`src/rtl/lshifup_rx_filter.sv`:
```
// Receive-side conditioner behind the up level shifter: synchronises A, rejects glitches with a
// consecutive-sample filter, and reports accepted edges as pulses and as a one-entry event register.
module lshifup_rx_filter #(
  parameter int SYNC_STAGES = 2,
  parameter int FILT_CYCLES = 4,
  parameter int CNT_W       = 8
) (
  input  logic CLK,
  input  logic RN,
  input  logic A,
  input  logic EN,
  output logic Y,
  output logic RISE,
  output logic FALL,
  output logic EVT_VALID,
  output logic EVT_EDGE,
  input  logic EVT_READY,
  output logic OVF,
  input  logic CLR_OVF
);

  localparam logic [CNT_W-1:0] CNT_LAST = CNT_W'(FILT_CYCLES - 1);

  logic [SYNC_STAGES-1:0] sync_q, sync_d;
  logic [CNT_W-1:0]       cnt_q, cnt_d;
  logic y_q, y_d;
  logic rise_q, rise_d;
  logic fall_q, fall_d;
  logic evt_valid_q, evt_valid_d;
  logic evt_edge_q, evt_edge_d;
  logic ovf_q, ovf_d;

  logic s;
  logic mismatch;
  logic accept;
  logic push;
  logic drop;

  always_comb begin
    sync_d = {sync_q[SYNC_STAGES-2:0], A};
    s      = sync_q[SYNC_STAGES-1];
  end

  // Any break in the mismatch run (or EN low) restarts the count from zero.
  always_comb begin
    mismatch = EN && (s != y_q);
    accept   = mismatch && (cnt_q == CNT_LAST);
    cnt_d    = (mismatch && !accept) ? cnt_q + CNT_W'(1) : '0;
    y_d      = accept ? s : y_q;
    rise_d   = accept && s;
    fall_d   = accept && !s;
  end

  // A pop in the same cycle as a push frees the slot, so the new edge is kept.
  always_comb begin
    push        = accept && (!evt_valid_q || EVT_READY);
    drop        = accept && evt_valid_q && !EVT_READY;
    evt_valid_d = evt_valid_q;
    evt_edge_d  = evt_edge_q;
    if (push) begin
      evt_valid_d = 1'b1;
      evt_edge_d  = s;
    end else if (evt_valid_q && EVT_READY) begin
      evt_valid_d = 1'b0;
    end
    ovf_d = drop || (ovf_q && !CLR_OVF);
  end

  always_ff @(posedge CLK) begin
    if (!RN) begin
      sync_q      <= '0;
      cnt_q       <= '0;
      y_q         <= 1'b0;
      rise_q      <= 1'b0;
      fall_q      <= 1'b0;
      evt_valid_q <= 1'b0;
      evt_edge_q  <= 1'b0;
      ovf_q       <= 1'b0;
    end else begin
      sync_q      <= sync_d;
      cnt_q       <= cnt_d;
      y_q         <= y_d;
      rise_q      <= rise_d;
      fall_q      <= fall_d;
      evt_valid_q <= evt_valid_d;
      evt_edge_q  <= evt_edge_d;
      ovf_q       <= ovf_d;
    end
  end

  assign Y         = y_q;
  assign RISE      = rise_q;
  assign FALL      = fall_q;
  assign EVT_VALID = evt_valid_q;
  assign EVT_EDGE  = evt_edge_q;
  assign OVF       = ovf_q;

endmodule

```
`config.mk`:
```
export PLATFORM = sky130hd
export DESIGN_NAME = lshifup_rx_filter
export DESIGN_NICKNAME = d
export VERILOG_FILES = /design/src/rtl/lshifup_rx_filter.sv
export SDC_FILE = /design/constraint.sdc
export NUM_CORES = 1
export LEC_CHECK = 0
export CAP_MARGIN = 20
export CORE_UTILIZATION = 50
export CTS_CLUSTER_SIZE = 20
export DETAILED_ROUTE_END_ITERATION = 6
export DONT_BUFFER_PORTS = 1
export GPL_ROUTABILITY_DRIVEN = 0
export PLACE_DENSITY = 0.7
export SETUP_SLACK_MARGIN = 0.5
export SYNTH_ARGS = -nofsm -noshare
export SYNTH_HDL_FRONTEND = slang
export SYNTH_SLANG_ARGS = --single-unit
```
`constraint.sdc`:
```
create_clock -name CLK -period 3.5 [get_ports CLK]
set_input_delay 0.525 -clock CLK [delete_from_list [all_inputs] [get_ports CLK]]
set_output_delay 0.525 -clock CLK [all_outputs]
set_load 0.01 [all_outputs]
```
==> results by group <==
Synth
  • Syn Nets: 73
  • Netlist Area Pre-Place: 650.6 um2
  • Syn Inst Count: 66
  • Sequential share of the synthesized area: 49.23%
  • Unique masters post-synth: 26
  • Area contributors post-synth: dfxtp_1 49%, nor2_1 5.8%, xor2_1 5.4%
  • Synth async-reset ratio: 0%
  • Yosys top cell area share: 49.23%
  • Synth cell count leaders: 16 x dfxtp_1, 10 x nor2_1, 6 x nand2_1
  • Mapped Avg Cell Area: 9.858 um2
  • Dominant cell type by area after synthesis: dfxtp_1
  • Number of synthesized flops with an enable pin: 0
  • Yosys warns: 0
  • Yosys reg bits: 16
  • Ys flop type: dfxtp_1
  • Count leader, synth: dfxtp_1

Finish
  • Area Overhead vs Synth: 4.808%
  • Fin nets: 76
  • Diode count: 0
  • Share of layout cells above drive strength 1: 11.94%
  • Post-route cell area: 681.9 um2

Global routing
  • Global-route usage over all layers: 18.50%
  • First-pass GRT wire length: 1718 um
  • Congestion Overflow GR: 0
  • Initial antenna violation count: 0
  • Pin count of the biggest net entering global routing: 11
  • Vias in the first global route: 405

Clocking
  • Clock root buffer: clkbuf_4
  • PostCTS Resize Cnt: 0
  • Clock Pin Slew Worst Setup and Hold Paths: 90 ps
  • H-Tree Depth: 1
  • Clock Latency Late Sink: 280 ps
  • Postcts setup bufs: 0
  • Clock sinks: 16
  • Cts bufs inserted: 3
  • Clk buf depth: 2
  • CTS tree: yes
  • Post-CTS Hold Fix Bufs: 0

STA
  • Slew Viols, Final: 0
  • Setup TNS: 0 ps
  • Worst Tran Pin Value: 398.1 ps
  • Slew HR: 73.26%
  • Unrepaired setup endpoints after global routing: no
  • Final Cycle Share: 49.30%
  • Final setup viols: 0
  • Hold Slack: 368.7 ps
  • Clk_skew: 10.99 ps
  • Fin. Hold Viols: 0
  • F_max: 579.6 MHz
  • Tmin final: 1725 ps

Setup path
  • Required @ worst endpoint: 3680 ps
  • Setup CP Type: reg -> reg
  • Buf/Inv on CP: 0
  • CP Launch Type: flop
  • Crit end category: flop
  • Max FO, Critical Path: 6
  • Crit path DAT: 1900 ps
  • Crit-path max cell delay: 480 ps
  • Critical-path cell list: ha_1 > or4b_4 > nand4bb_4 > o211ai_2 > o31ai_2
  • Crit-path leading delay family: simple AND/OR/NAND/NOR gates
  • Slowest cell on the critical path: or4b_4

Power and ir drop
  • Pleak: 0.0002417 uW
  • Power per cell area: 408.4 mW/mm2
  • Peak supply drop: 0.0002975 V

Floorplanning
  • I/O pin count: 12
  • Site Rows: 12
  • Die Wd: 38.07 um
  • Die Height: 38.07 um
  • Starting density of the core: 56.28%
  • Core Box Area: 0.001156 mm2
  • Die Footprint: 0.001449 mm2

Place
  • Port Buffer Count: 0
  • Final HPWL DP: 733.6 um
  • Area post-placement: 659.4 um2

Routing
  • WL final: 973 um
  • Drt first pass iters: 4
  • Final antenna-violating net count: 0
  • Average wire per standard cell: 12.01 um
  • Via density: 5.284
  • Drt initial violations: 4
  • DR vias: 428
  • DRC: 0

Hold path
  • Worst min-delay path category: in -> reg

Run status
  • Status: finished, final reports clean

Run
  • Number of max-cap violations: 0
[path summary, 6_finish.rpt]
path,cells after the start,slack [ps],from,endpoint
max,5,1770,cnt_q[0],EVT_EDGE
min,1,370,RN,sync_q[0]
max reg2reg,5,1770,cnt_q[0],EVT_EDGE
min reg2reg,1,450,sync_q[0],sync_q[1]
[layout by cell type (no fill, tap or decap)]
master     instances
and2_1             2
dfxtp_1           16
xor2_1             4
nand4bb_4          1
o21ai_0            1
and2b_2            1
ha_1               1
o31ai_2            1
a21boi_0           1
nor3b_1            1
nand3b_1           1
or4b_4             1
nand2b_1           1
or2_1              1
nor2_1            10
clkbuf_4           3
o211ai_2           1
xnor2_1            3
inv_1              2
nor2b_1            1
nor3_1             2
nand3_1            4
mux2i_1            1
and3_1             1
nand2_1            6
[sequential cells by signal, indices dropped and copies added, names as in the netlist]
signal / flops
cnt_q: 8
sync_q: 2
OVF: 1
EVT_VALID: 1
RISE: 1
EVT_EDGE: 1
FALL: 1
Y: 1
[where the power goes]
group,total [uW],internal [uW],switching (uW)
Combinational,4.16,2.42,1.73
Clock,90.5,39.9,50.6
Sequential,184,183,0.674
Total,278,225,53.0
[kinds of logic after synthesis]
group	Yosys count	share of synthesized area, %
flops	16	49.23
simple gates	33	29.62
compound gates	4	5.768
fa+ha+maj	1	1.923
buf+inv	4	2.499
mux	1	1.539
xor+xnor	7	9.423
[cell type report]
class,instances,area [um2]
clock buffers,3,22.52
inverters,2,7.507
fillers,112,474.2
well taps,14,17.52
multi-input cells,46,314.1
flip-flops and latches,16,320.3
[metrics by stage]
| stage | total power, uW | setup WS (ps) | utilization [%] | std cells |
|---|---|---|---|---|
| 2_1_floorplan | 193.1 | 1847 | - | 66 |
| 3_3_place_gp | 192.2 | 1813 | 57.03 | 78 |
| 3_5_place_dp | 192.3 | 1766 | 57.03 | 78 |
| 4_1_cts | 283.6 | 1762 | 58.98 | 81 |
| 5_1_grt | 293.7 | 1666 | 58.98 | 81 |
| 6_report | 278.5 | 1775 | 58.98 | 81 |
[metal layers]
layer | share of wire, % | vias to the layer above | wire length (um) | GRT usage [%]
met3 | 6.8 | 0 | 66 | 10.47
met1 | 49 | 193 | 476 | 23.25
met5 | 0 | - | 0 | 0
met4 | 0 | 0 | 0 | 8.036
met2 | 44 | 15 | 430 | 25.42
li1 | - | 220 | - | -
(Power assumes the default switching activity.)
